[config.mk]
export PLATFORM = sky130hd
export DESIGN_NAME = vga_scanout
export DESIGN_NICKNAME = d
export VERILOG_FILES = /design/src/rtl/vga_scanout.sv
export SDC_FILE = /design/constraint.sdc
export NUM_CORES = 1
export LEC_CHECK = 0
export ABC_AREA = 1
export BUFFER_PORTS_ARGS = -buffer_cell sky130_fd_sc_hd__clkbuf_2
export CAP_MARGIN = 20
export CORE_MARGIN = 2
export CORE_UTILIZATION = 25
export CTS_BUF_LIST = sky130_fd_sc_hd__clkbuf_8
export CTS_CLUSTER_SIZE = 16
export DETAILED_ROUTE_END_ITERATION = 10
export HOLD_SLACK_MARGIN = 0.03
export PLACE_DENSITY = 0.41
export SLEW_MARGIN = 10
export SYNTH_ARGS = -nofsm -noshare
export SYNTH_HDL_FRONTEND = slang
export SYNTH_SLANG_ARGS = --single-unit
[constraint.sdc]
create_clock -name clka -period 6.2 [get_ports clka]
set_input_delay 0.31 -clock clka [delete_from_list [all_inputs] [get_ports clka]]
set_output_delay 0.31 -clock clka [all_outputs]
set_load 0.01 [all_outputs]
[src/rtl/vga_scanout.sv]
// vga_scanout: display-refresh stage on VRAM port B.
//   Generates VGA timing (default 640x480@60 with a 4:1 clock divider) and
//   streams the framebuffer as 12-bit RGB. Each 32-bit VRAM word holds two
//   RGB565 pixels: the low half is the even pixel and the high half is the odd one.
// Ports:
//   clka        system clock, all logic on posedge
//   rstn        asynchronous active-low reset
//   disp_en     1 = show framebuffer, 0 = force black (timing keeps running)
//   vram_addrb  VRAM port B word address
//   vram_doutb  VRAM port B data, valid one clka after the address
//   vga_r/g/b   registered colour, 0 during blanking
//   vga_hs/vs   registered syncs, active low
//   frame_start one-clka pulse on the tick that enters (h=0,v=0)
module vga_scanout #(
  parameter int          CLK_DIV = 4,
  parameter logic [17:0] FB_BASE = '0,
  parameter int          H_VIS   = 640,
  parameter int          H_FP    = 16,
  parameter int          H_SYNC  = 96,
  parameter int          H_BP    = 48,
  parameter int          V_VIS   = 480,
  parameter int          V_FP    = 10,
  parameter int          V_SYNC  = 2,
  parameter int          V_BP    = 33
) (
  input  logic        clka,
  input  logic        rstn,
  input  logic        disp_en,
  output logic [17:0] vram_addrb,
  input  logic [31:0] vram_doutb,
  output logic [3:0]  vga_r,
  output logic [3:0]  vga_g,
  output logic [3:0]  vga_b,
  output logic        vga_hs,
  output logic        vga_vs,
  output logic        frame_start
);

  localparam int H_TOTAL = H_VIS + H_FP + H_SYNC + H_BP;
  localparam int V_TOTAL = V_VIS + V_FP + V_SYNC + V_BP;
  localparam int DW = $clog2(CLK_DIV);
  localparam int HW = $clog2(H_TOTAL);
  localparam int VW = $clog2(V_TOTAL);

  localparam logic [DW-1:0] DIV_LAST = DW'(CLK_DIV - 1);
  localparam logic [DW-1:0] DIV_CAP  = DW'(1);
  localparam logic [HW-1:0] H_LAST   = HW'(H_TOTAL - 1);
  localparam logic [VW-1:0] V_LAST   = VW'(V_TOTAL - 1);
  localparam logic [HW-1:0] H_VIS_W  = HW'(H_VIS);
  localparam logic [VW-1:0] V_VIS_W  = VW'(V_VIS);
  localparam logic [HW-1:0] HS_BEG   = HW'(H_VIS + H_FP);
  localparam logic [HW-1:0] HS_END   = HW'(H_VIS + H_FP + H_SYNC);
  localparam logic [VW-1:0] VS_BEG   = VW'(V_VIS + V_FP);
  localparam logic [VW-1:0] VS_END   = VW'(V_VIS + V_FP + V_SYNC);

  logic [DW-1:0] div_cnt;
  logic [HW-1:0] h_cnt, h_nxt;
  logic [VW-1:0] v_cnt, v_nxt;
  logic [17:0]   fetch_addr;
  logic [31:0]   prefetch, word_buf;
  logic          tick, h_wrap, v_wrap;
  logic          fetch_en, cap, reload;
  logic          visible, hs_n, vs_n;
  logic [15:0]   pix;
  logic [11:0]   rgb_nxt;
  logic          unused_pix;

  always_comb begin
    tick   = (div_cnt == DIV_LAST);
    h_wrap = (h_cnt == H_LAST);
    v_wrap = (v_cnt == V_LAST);
    h_nxt  = h_wrap ? '0 : h_cnt + 1'b1;
    v_nxt  = h_wrap ? (v_wrap ? '0 : v_cnt + 1'b1) : v_cnt;
    // The current period prefetches the word for the pixel pair that
    // starts at the next position.
    fetch_en = ~h_nxt[0] && (h_nxt < H_VIS_W) && (v_nxt < V_VIS_W);
    cap      = fetch_en && (div_cnt == DIV_CAP);
    // Rewind on entering the last line so the (0,0) prefetch sees FB_BASE.
    reload   = tick && h_wrap && (v_nxt == V_LAST);
    visible  = (h_cnt < H_VIS_W) && (v_cnt < V_VIS_W);
    hs_n     = !((h_cnt >= HS_BEG) && (h_cnt < HS_END));
    vs_n     = !((v_cnt >= VS_BEG) && (v_cnt < VS_END));
    pix      = h_cnt[0] ? word_buf[31:16] : word_buf[15:0];
    rgb_nxt  = (visible && disp_en) ? {pix[15:12], pix[10:7], pix[4:1]} : '0;
    unused_pix = ^{pix[11], pix[6:5], pix[0]};
  end

  // The address is held for the whole fetch period, so VRAM sees it during
  // div_cnt==0 and its data arrives for capture at the end of div_cnt==1.
  assign vram_addrb = fetch_addr;

  always_ff @(posedge clka or negedge rstn) begin
    if (!rstn) begin
      div_cnt     <= '0;
      h_cnt       <= '0;
      v_cnt       <= '0;
      fetch_addr  <= FB_BASE;
      prefetch    <= '0;
      word_buf    <= '0;
      vga_r       <= '0;
      vga_g       <= '0;
      vga_b       <= '0;
      vga_hs      <= 1'b1;
      vga_vs      <= 1'b1;
      frame_start <= 1'b0;
    end else begin
      div_cnt <= tick ? '0 : div_cnt + 1'b1;
      if (cap) prefetch <= vram_doutb;
      if (reload)   fetch_addr <= FB_BASE;
      else if (cap) fetch_addr <= fetch_addr + 18'd1;
      if (tick) begin
        h_cnt  <= h_nxt;
        v_cnt  <= v_nxt;
        // With CLK_DIV==2 the capture edge is the tick itself, so bypass
        // the prefetch register in that case.
        if (fetch_en) word_buf <= cap ? vram_doutb : prefetch;
        {vga_r, vga_g, vga_b} <= rgb_nxt;
        vga_hs <= hs_n;
        vga_vs <= vs_n;
      end
      frame_start <= tick && h_wrap && v_wrap;
    end
  end

endmodule

==> impl_metrics.sql, run 1 <==
INSERT INTO impl_metrics (metric_group, metric, value, unit) VALUES
('floorplan', 'core-area', '22600', 'um2'),
('grt', 'number_of_antenna_violations_at_the_first_check_in_global_routing', '0', ''),
('placed_design', 'place_hpwl', '10400', 'um'),
('worst_setup_path', 'reg2reg_from', 'h_cnt[0]$_DFFE_PN0P_', ''),
('sta', 'worst_clock_skew', '0.0205', 'ns'),
('hold_path', 'timing.hold.worst.class', 'primary input to flip-flop', ''),
('cts', 'cts_setup_buffers', '0', ''),
('grt', 'grt_start_max_net_pins', '55', ''),
('floorplan', 'floorplan.die.width', '155', 'um'),
('logic_synthesis', 'synthesis.yosys.warnings', '0', ''),
('logic_synthesis', 'synth-edff-count', '0', ''),
('cts', 'cts_htree_levels', '3', ''),
('sta', 'min_tclk_post_route', '3.81', 'ns'),
('floorplan', 'rows', '55', ''),
('placed_design', 'gp_routability_congestion', '0.792', ''),
('cts', 'cts_made_buffers', '9', ''),
('logic_synthesis', 'synth_largest_type_area_fraction', '44.1', '%'),
('logic_synthesis', 'synth_cell_types', '38', ''),
('worst_setup_path', 'worst_setup_path_startpoint', 'h_cnt[0]$_DFFE_PN0P_', ''),
('floorplan', 'ioPinCount', '68', ''),
('outcome', 'run_status', 'finished clean', ''),
('placed_design', 'buffer_ports.inserted', '59', ''),
('layout', 'multi_input_area', '2620', 'um2'),
('sta', 'report.final.slew_viol_count', '0', ''),
('grt', 'gr-total-overflow', '0', ''),
('sta', 'tightestPinTransition', '0.741', 'ns'),
('sta', 'slew_headroom', '50.6', '%'),
('layout', 'drive_gt1_share', '13.7', '%'),
('drt', 'post_drt_wl_per_cell', '14.5', 'um'),
('grt', 'grt_pass1_vias', '4824', ''),
('worst_setup_path', 'cells_along_the_critical_path', 'ha_1 > inv_1 > nor2_4 > nand4_2 > nand2_1 > nand3_4 > nor2_8 > nand3_4 > inv_2 > nand3_1 > nand2_1', ''),
('drt', 'viasPerCell', '4.45', ''),
('power', 'powerDensity', '184', 'nW/um2'),
('layout', 'antennaDiodeCount', '0', ''),
('drt', 'wl', '15700', 'um'),
('drt', 'overall_via_count_from_detail_route', '4813', ''),
('worst_setup_path', 'path_max_fanout', '44', ''),
('sta', 'setup_total_negative_slack', '0', 'ns'),
('layout', 'final.fill_count', '2508', ''),
('layout', 'area_growth_synth_to_finish', '12.4', '%'),
('floorplan', 'die-height', '155', 'um'),
('worst_setup_path', 'data_required_time_of_the_worst_path', '6.52', 'ns'),
('worst_setup_path', 'crit_slowest_cell', 'dfrtp_1', ''),
('logic_synthesis', 'synth_nets', '791', ''),
('floorplan', 'design.die.area', '24200', 'um2'),
('logic_synthesis', 'synth.largest_area_cell', 'dfrtp_1', ''),
('grt', 'grt.total_usage', '13.7', '%'),
('drt', 'drc_errors', '0', ''),
('sta', 'achievable-frequency', '262', 'MHz'),
('drt', 'detail-route-antenna-nets', '0', ''),
('cts', 'clkSinkCount', '103', ''),
('floorplan', 'starting_density_of_the_core', '25.4', '%'),
('cts', 'clock_root_cell', 'clkbuf_8', ''),
('sta', 'report.final.setup_viol', '0', ''),
('power', 'irDropWorstVdd', '0.0000944', 'V'),
('run', 'drv.max_cap_violation_count', '0', ''),
('cts', 'cts_buffer_depth', '2', ''),
('logic_synthesis', 'synthArstFlopShare', '100', '%'),
('cts', 'cts.reportedPaths.clkPinSlew', '0.12', 'ns'),
('layout', 'layout.cells.most_common_list', '206 x nand2_1, 101 x dfrtp_1, 90 x inv_1', ''),
('cts', 'insertion_delay', '0.40', 'ns'),
('logic_synthesis', 'ys_top_cells_by_area', 'dfrtp_1 44%, nand2_1 13%, nand3_1 7.5%, inv_1 5.8%, nor2_1 3.9%', ''),
('worst_setup_path', 'crit_arrival', '4.13', 'ns'),
('sta', 'fin_hold_ws', '0.253', 'ns'),
('logic_synthesis', 'synthesis.area_per_instance', '7.66', 'um2'),
('sta', 'final-hold-violation-count', '0', ''),
('sta', 'finalCritPeriodShare', '61.5', '%'),
('logic_synthesis', 'post_synth_inst_count', '749', ''),
('logic_synthesis', 'seq_area_frac_synth', '45.0', '%'),
('sta', 'unrepaired_setup_endpoints_after_global_routing', 'no', ''),
('drt', 'drtIter0Drc', '302', '');
## repair_timing
action                    CTS  global route
hold endpoints to repair   47             0
hold buffers                1             0
gates resized for setup     0             0
## stage by stage
stage                     power [uW]  instances  util (%)  setup slack, ns  cell area, um2
after CTS                       1210       1081      28.6             2.27            6450
after floorplan                  740        749         -             4.17            5730
after global placement           776       1063      27.7             2.26            6240
after detailed placement         776       1064      27.7             2.30            6250
final                           1190       1081      28.6             2.39            6450
after global routing            1240       1081      28.6             1.90            6450
## flip-flops by register name, indices dropped and copies added (netlist names)
name and cells:
frame_start 1, vga_r 4, vga_g 4, v_cnt 10
prefetch 24, vga_vs 1, div_cnt 2, vram_addrb 18
vga_hs 1, h_cnt 10, vga_b 4, word_buf 24
## area by class of cell
cell class                      count  share of cell area (%)
Sequential cell                   103                    40.0
Multi-Input combinational cell    515                    40.6
Clock inverter                      7                   0.912
Tap cell                          285                    5.53
Clock buffer                        9                    1.92
Inverter                           98                    5.71
Timing Repair Buffer               64                    5.30
## synth_stat cells, types with 12 or more instances
library cell and count:
dfrtp_1 101, nand4_1 32, nor2_1 60, o21ai_0 25, clkbuf_1 12, nand3_1 86, and2_1 25, o31ai_1 12
inv_1 89, nand2_1 206, xor2_1 19, buf_2 14
## power breakdown
part / internal [uW] / leakage, uW / switching (uW)
logic: 23.3 / 0.00188 / 37.4
registers: 691 / 0.00128 / 8.83
clock network: 152 / 0.0000942 / 273
## final timing paths
path | cells after the start | slack [ns] | endpoint
worst min register to register | 1 | 0.46 | div_cnt[0]$_DFF_PN0_
worst min-delay path | 4 | 0.25 | prefetch[12]$_DFF_PN0_
max in group asynchronous | 3 | 4.49 | div_cnt[1]$_DFF_PN0_
min in group asynchronous | 2 | 0.50 | prefetch[23]$_DFF_PN0_
worst max-delay path | 11 | 2.39 | vram_addrb[16]$_DFFE_PN0P_
worst max register to register | 11 | 2.39 | vram_addrb[16]$_DFFE_PN0P_
## logic make-up after synthesis
kind of cell	after synthesis	share of synthesized area, %
simple gates	437	35.7
buf+inv	131	9.34
flops	103	45.0
compound gates	51	5.35
xor+xnor	20	3.05
fa+ha+maj	7	1.53
## per-layer routing
metal / vias to the layer above / GRT usage, % / routed length (um)
met3: 7 / 2.92 / 542
met4: 0 / 2.66 / 127
li1: 2475 / - / -
met1: 2245 / 19.3 / 7820
met5: - / 0 / 0
met2: 86 / 21.9 / 7160
## critical path, delay by kind of cell (launching register included)
kind                     cells  cell delay [ns]
AND/OR/NAND/NOR              8             2.07
flip-flops                   1             0.76
buffers and inverters        2             0.58
adder cells (fa/ha/maj)      1             0.30
(Power assumes the default switching activity.)
==> run 2: changes to the inputs <==
==> constraint.sdc (replaced) <==
create_clock -name clka -period 3.91 [get_ports clka]
set_input_delay 0.1955 -clock clka [delete_from_list [all_inputs] [get_ports clka]]
set_output_delay 0.1955 -clock clka [all_outputs]
set_load 0.01 [all_outputs]
==> impl_metrics.sql, run 2 (synthesis gave the netlist of run 1 again) <==
INSERT INTO impl_metrics (metric_group, metric, value, unit) VALUES
('sta', 'min_tclk_post_route', '2.77', 'ns'),
('floorplan', 'die-height', '155', 'um'),
('worst_setup_path', 'reg2reg_path_depth', '12', ''),
('drt', 'drt_first_pass_iters', '4', ''),
('grt', 'wire_length_of_the_first_global_routing_pass', '26600', 'um'),
('outcome', 'run_status', 'finished clean', ''),
('sta', 'worst_clock_skew', '0.0179', 'ns'),
('hold_path', 'hold_path_startpoint', 'vram_doutb[24]', ''),
('grt', 'grt_pass1_vias', '4811', ''),
('hold_path', 'timing.hold.worst.class', 'primary input to flip-flop', ''),
('floorplan', 'core-area', '22600', 'um2'),
('floorplan', 'rows', '55', ''),
('layout', 'area_growth_synth_to_finish', '13.4', '%'),
('cts', 'cts_tree', 'built', ''),
('layout', 'multi_input_area', '2620', 'um2'),
('sta', 'slew_headroom', '51.8', '%'),
('power', 'power_frac_comb', '5.0', '%'),
('floorplan', 'floorplan.die.width', '155', 'um'),
('cts', 'cts_htree_levels', '3', ''),
('sta', 'setup_total_negative_slack', '0', 'ns'),
('drt', 'overall_via_count_from_detail_route', '4855', ''),
('layout', 'layout.cells.most_common_list', '206 x nand2_1, 101 x dfrtp_1, 91 x inv_1', ''),
('layout', 'layout_commonest_cell', 'nand2_1', ''),
('drt', 'drc_errors', '0', ''),
('drt', 'post_drt_wl_per_cell', '14.5', 'um'),
('layout', 'final_cells', '1087', ''),
('layout', 'drive_gt1_share', '14.2', '%'),
('run', 'drv.max_cap_violation_count', '0', ''),
('power', 'switchingPower', '496', 'uW'),
('worst_setup_path', 'reg2reg_slack', '1.14', 'ns'),
('sta', 'report.final.slew_viol_count', '0', ''),
('drt', 'detail-route-antenna-nets', '0', ''),
('worst_setup_path', 'path_max_fanout', '14', ''),
('sta', 'achievable-frequency', '361', 'MHz'),
('layout', 'nets', '839', ''),
('layout', 'finish.instance_area', '6500', 'um2'),
('grt', 'grt.total_usage', '13.9', '%'),
('worst_setup_path', 'crit_arrival', '3.11', 'ns'),
('hold_path', 'min_delay_worst_endpoint', 'word_buf[24]$_DFFE_PN0P_', ''),
('placed_design', 'buffer_ports.inserted', '59', ''),
('placed_design', 'dpl_cell_area', '6300', 'um2'),
('placed_design', 'place_hpwl', '10700', 'um'),
('sta', 'unrepaired_setup_endpoints_after_global_routing', 'no', ''),
('grt', 'number_of_antenna_violations_at_the_first_check_in_global_routing', '0', ''),
('cts', 'insertion_delay', '0.40', 'ns'),
('sta', 'report.final.setup_viol', '0', ''),
('power', 'reg_power_share', '57.6', '%'),
('power', 'total_power', '1930', 'uW'),
('worst_setup_path', 'cp-end-kind', 'flip-flop', ''),
('power', 'power.switching_fraction', '25.7', '%'),
('cts', 'clock_root_cell', 'clkbuf_8', ''),
('cts', 'cts_buffer_depth', '2', ''),
('drt', 'drtIter0Drc', '264', ''),
('power', 'leakagePower', '0.00329', 'uW'),
('cts', 'clkSinkCount', '103', ''),
('worst_setup_path', 'timing_worst_setup_path_type', 'flip-flop to flip-flop', ''),
('floorplan', 'ioPinCount', '68', ''),
('grt', 'grt_start_max_net_pins', '54', ''),
('placed_design', 'gp_routability_congestion', '0.772', ''),
('placed_design', 'post-place-cells', '1070', ''),
('power', 'powerDensity', '297', 'nW/um2'),
('layout', 'antennaDiodeCount', '0', ''),
('power', 'irDropWorstVdd', '0.000136', 'V'),
('worst_setup_path', 'reg2reg_from', 'h_cnt[1]$_DFFE_PN0P_', ''),
('power', 'p_int', '1430', 'uW'),
('hold_path', 'hold-path-cell-count', '5', ''),
('layout', 'layout.area.seq', '2580', 'um2'),
('floorplan', 'starting_density_of_the_core', '25.4', '%'),
('sta', 'final-hold-violation-count', '0', ''),
('worst_setup_path', 'crit_path_start_kind', 'flip-flop', ''),
('worst_setup_path', 'data_required_time_of_the_worst_path', '4.25', 'ns'),
('power', 'pwr-share-clk', '37.4', '%'),
('cts', 'cts_made_buffers', '9', ''),
('floorplan', 'design.die.area', '24200', 'um2'),
('sta', 'tightestPinTransition', '0.723', 'ns'),
('cts', 'cts.reportedPaths.clkPinSlew', '0.12', 'ns'),
('drt', 'viasPerCell', '4.47', ''),
('worst_setup_path', 'reg2reg_to', 'word_buf[10]$_DFFE_PN0P_', ''),
('cts', 'cts-resized-gates', '0', ''),
('sta', 'finalCritPeriodShare', '70.8', '%'),
('layout', 'final.fill_count', '2516', ''),
('grt', 'gr-total-overflow', '0', ''),
('drt', 'wl', '15800', 'um');
## run 2: cell type report
type / count / share of cell area, %
flip-flops and latches: 103 / 39.7
multi-input cells: 515 / 40.3
repair buffers: 70 / 5.89
well taps: 285 / 5.48
inverters: 98 / 5.66
clock inverters: 7 / 1.12
clock buffers: 9 / 1.90
## run 2: how the worst max path moves through the flow
stage	start	slack, ns	cells after the start	to
after floorplan	h_cnt[0]$_DFFE_PN0P_	1.88	14	vram_addrb[14]$_DFFE_PN0P_
after global placement	h_cnt[1]$_DFFE_PN0P_	1.11	11	vram_addrb[16]$_DFFE_PN0P_
after detailed placement	h_cnt[1]$_DFFE_PN0P_	1.12	12	word_buf[10]$_DFFE_PN0P_
after CTS	h_cnt[1]$_DFFE_PN0P_	1.08	12	word_buf[10]$_DFFE_PN0P_
after global routing	h_cnt[1]$_DFFE_PN0P_	0.76	11	vram_addrb[9]$_DFFE_PN0P_
final	h_cnt[1]$_DFFE_PN0P_	1.14	12	word_buf[10]$_DFFE_PN0P_
## run 2: what timing repair did
action	4_1_cts	5_1_grt
buffers inserted	0	0
hold buffers	1	0
endpoints found under the hold margin	49	0
## run 2: routing by layer
layer	wire length, um	global-route usage, %
met5	0	0
met3	507	2.98
met4	132	2.84
met1	7870	19.4
met2	7260	22.4
## run 2: through the flow
| step | util, % | hold slack (ns) | setup slack, ns |
|---|---|---|---|
| final | 28.8 | 0.134 | 1.14 |
| after global routing | 28.8 | 0.128 | 0.758 |
| after CTS | 28.8 | 0.117 | 1.08 |
| after detailed placement | 27.9 | 0.312 | 1.12 |
| after global placement | 27.9 | 0.302 | 1.11 |
| after floorplan | - | -0.100 | 1.88 |
## run 2: power groups by stage
stage | Combinational [uW] | Sequential (uW) | Clock [uW]
after detailed placement | 100 | 1130 | 0
after global placement | 99.4 | 1130 | 0
after global routing | 115 | 1120 | 794
after CTS | 102 | 1110 | 752
after floorplan | 42.7 | 1130 | 0
final | 97.3 | 1110 | 721
## run 2: worst max-delay path, stage by stage, from the launching register on
cell and delay [ns]:
dfrtp_1 0.41, ha_1 0.21, inv_1 0.08, nor2_4 0.19
nand4_2 0.33, nand2_1 0.28, nand3_4 0.12, nor2_8 0.28
nand3_4 0.26, buf_4 0.28, nand2_1 0.09, nand3_1 0.09
nand2_1 0.08
==> run 3: changes to the inputs <==
--- a/config.mk
+++ b/config.mk
@@ -14,7 +14,7 @@
 export CTS_CLUSTER_SIZE = 16
 export DETAILED_ROUTE_END_ITERATION = 10
 export HOLD_SLACK_MARGIN = 0.03
-export PLACE_DENSITY = 0.41
+export PLACE_DENSITY = 0.42
 export SLEW_MARGIN = 10
 export SYNTH_ARGS = -nofsm -noshare
 export SYNTH_HDL_FRONTEND = slang
==> constraint.sdc (replaced) <==
create_clock -name clka -period 2.49 [get_ports clka]
set_input_delay 0.1245 -clock clka [delete_from_list [all_inputs] [get_ports clka]]
set_output_delay 0.1245 -clock clka [all_outputs]
set_load 0.01 [all_outputs]
==> impl_metrics.sql, run 3 (synthesis gave the netlist of run 1 again) <==
INSERT INTO impl_metrics (metric_group, metric, value, unit) VALUES
('outcome', 'run_status', 'finished clean', ''),
('hold_path', 'timing.hold.worst.class', 'primary input to flip-flop', ''),
('drt', 'overall_via_count_from_detail_route', '4914', ''),
('worst_setup_path', 'worst_setup_path_startpoint', 'v_cnt[1]$_DFFE_PN0P_', ''),
('drt', 'drtIter0Drc', '247', ''),
('floorplan', 'starting_density_of_the_core', '25.4', '%'),
('sta', 'report.final.slew_viol_count', '0', ''),
('run', 'drv.max_cap_violation_count', '0', ''),
('layout', 'final_cells', '1096', ''),
('worst_setup_path', 'cp-end-kind', 'flip-flop', ''),
('worst_setup_path', 'data_required_time_of_the_worst_path', '2.76', 'ns'),
('cts', 'cts_made_buffers', '9', ''),
('grt', 'wire_length_of_the_first_global_routing_pass', '26700', 'um'),
('worst_setup_path', 'reg2reg_from', 'v_cnt[1]$_DFFE_PN0P_', ''),
('grt', 'grt_pass1_vias', '5042', ''),
('grt', 'grt.total_usage', '14.0', '%'),
('cts', 'cts_setup_buffers', '0', ''),
('sta', 'min_tclk_post_route', '2.29', 'ns'),
('worst_setup_path', 'path_max_fanout', '11', ''),
('floorplan', 'floorplan.die.width', '155', 'um'),
('power', 'powerDensity', '444', 'nW/um2'),
('worst_setup_path', 'crit_arrival', '2.56', 'ns'),
('grt', 'number_of_antenna_violations_at_the_first_check_in_global_routing', '0', ''),
('layout', 'layout_commonest_cell', 'nand2_1', ''),
('sta', 'unrepaired_setup_endpoints_after_global_routing', 'no', ''),
('cts', 'cts_tree', 'built', ''),
('drt', 'wl', '15800', 'um'),
('sta', 'finalCritPeriodShare', '91.8', '%'),
('floorplan', 'die-height', '155', 'um'),
('drt', 'drc_errors', '0', ''),
('cts', 'insertion_delay', '0.39', 'ns'),
('drt', 'drt_first_pass_iters', '4', ''),
('drt', 'post_drt_wl_per_cell', '14.4', 'um'),
('layout', 'nets', '849', ''),
('placed_design', 'dpl_cell_area', '6400', 'um2'),
('placed_design', 'place_hpwl', '11000', 'um'),
('cts', 'cts.reportedPaths.clkPinSlew', '0.11', 'ns'),
('worst_setup_path', 'crit_path_start_kind', 'flip-flop', ''),
('power', 'irDropWorstVdd', '0.000236', 'V'),
('sta', 'final-hold-violation-count', '0', ''),
('layout', 'final.fill_count', '2520', ''),
('sta', 'slew_headroom', '63.1', '%'),
('worst_setup_path', 'endpoint', 'word_buf[2]$_DFFE_PN0P_', ''),
('floorplan', 'ioPinCount', '68', ''),
('worst_setup_path', 'reg2reg_to', 'word_buf[2]$_DFFE_PN0P_', ''),
('placed_design', 'buffer_ports.inserted', '59', ''),
('cts', 'clock_root_cell', 'clkbuf_8', ''),
('floorplan', 'core-area', '22600', 'um2'),
('layout', 'drive_gt1_share', '15.5', '%'),
('placed_design', 'gp_routability_congestion', '0.817', ''),
('floorplan', 'rows', '55', ''),
('drt', 'viasPerCell', '4.48', ''),
('cts', 'clkSinkCount', '103', ''),
('grt', 'grt_start_max_net_pins', '48', ''),
('worst_setup_path', 'timing_worst_setup_path_type', 'flip-flop to flip-flop', ''),
('sta', 'report.final.setup_viol', '0', ''),
('grt', 'gr-total-overflow', '0', ''),
('worst_setup_path', 'reg2reg_slack', '0.20', 'ns'),
('layout', 'finish.instance_area', '6610', 'um2'),
('layout', 'final_util', '29.3', '%'),
('sta', 'tightestPinTransition', '0.552', 'ns'),
('floorplan', 'design.die.area', '24200', 'um2'),
('sta', 'achievable-frequency', '437', 'MHz'),
('cts', 'cts_buffer_depth', '2', ''),
('cts', 'cts_htree_levels', '3', ''),
('sta', 'setup_total_negative_slack', '0', 'ns'),
('power', 'leakagePower', '0.00334', 'uW'),
('worst_setup_path', 'reg2reg_path_depth', '14', ''),
('drt', 'detail-route-antenna-nets', '0', ''),
('sta', 'worst_clock_skew', '0.0119', 'ns'),
('layout', 'area_growth_synth_to_finish', '15.2', '%'),
('placed_design', 'post-place-cells', '1080', ''),
('layout', 'layout.cells.most_common_list', '206 x nand2_1, 100 x dfrtp_1, 90 x inv_1', ''),
('layout', 'antennaDiodeCount', '0', '');
## run 3: cell count changes in the layout (fill, tap and decap cells not counted), moves of 2 or more
cell and delta:
buf_12 +2, buf_4 +8, nand3_2 -2, nand3_4 +2
## run 3: critical path, cell delays in order, from the launching register on
cell	delay, ns
dfrtp_2	0.47
ha_1	0.22
nand3_1	0.18
clkinv_1	0.15
nand2_1	0.12
nor2_1	0.05
nand2_1	0.05
nand2_1	0.11
nor2_2	0.15
nand2_4	0.10
nand3_4	0.14
buf_4	0.21
nand2_1	0.08
nand3_1	0.08
nand2_1	0.06
## run 3: stage by stage
step / setup slack, ns / hold WS, ns / total power, uW
floorplan: 0.455 / -0.171 / 1840
global placement: 0.0327 / 0.0906 / 1940
detailed placement: 0.0636 / 0.0930 / 1940
CTS: 0.0471 / 0.0362 / 3000
global route: 0.0143 / 0.0554 / 3080
finish: 0.204 / 0.0675 / 2940
## run 3: cell type report
type,count,area (um2),area share [%]
Multi-Input combinational cell,515,2650,40.0
Sequential cell,103,2580,39.1
Timing Repair Buffer,80,483,7.31
Inverter,98,370,5.61
Tap cell,285,357,5.40
Clock buffer,9,124,1.88
Clock inverter,6,46.3,0.701
## run 3: repair_timing
action / CTS / global route
hold endpoints to repair: 26 / 0
hold buffers: 1 / 0
resized for setup: 0 / 7
endpoints found under the setup margin: 0 / 53
## run 3: routing by layer
metal / global-route usage, % / routed length [um]
met5: 0 / 0
met4: 2.84 / 178
met3: 3.09 / 474
met2: 22.8 / 7290
met1: 19.0 / 7890
## run 3: report_power, final
part | total (uW) | switching, uW | internal [uW] | leakage [uW]
logic | 156 | 94.6 | 61.6 | 0.00198
clock network | 1030 | 668 | 367 | 0.0000811
registers | 1740 | 23.0 | 1720 | 0.00128
total | 2940 | 786 | 2150 | 0.00334
## run 3: worst min-delay path by stage
stage	depth (start not counted)	to	slack [ns]	startpoint
floorplan	0	div_cnt[0]$_DFF_PN0_	-0.17	rstn
global placement	1	vram_addrb[12]$_DFFE_PN0P_	0.09	rstn
detailed placement	1	vram_addrb[12]$_DFFE_PN0P_	0.09	rstn
CTS	4	prefetch[9]$_DFF_PN0_	0.04	vram_doutb[9]
global route	4	prefetch[9]$_DFF_PN0_	0.06	vram_doutb[9]
finish	4	prefetch[23]$_DFF_PN0_	0.07	vram_doutb[23]
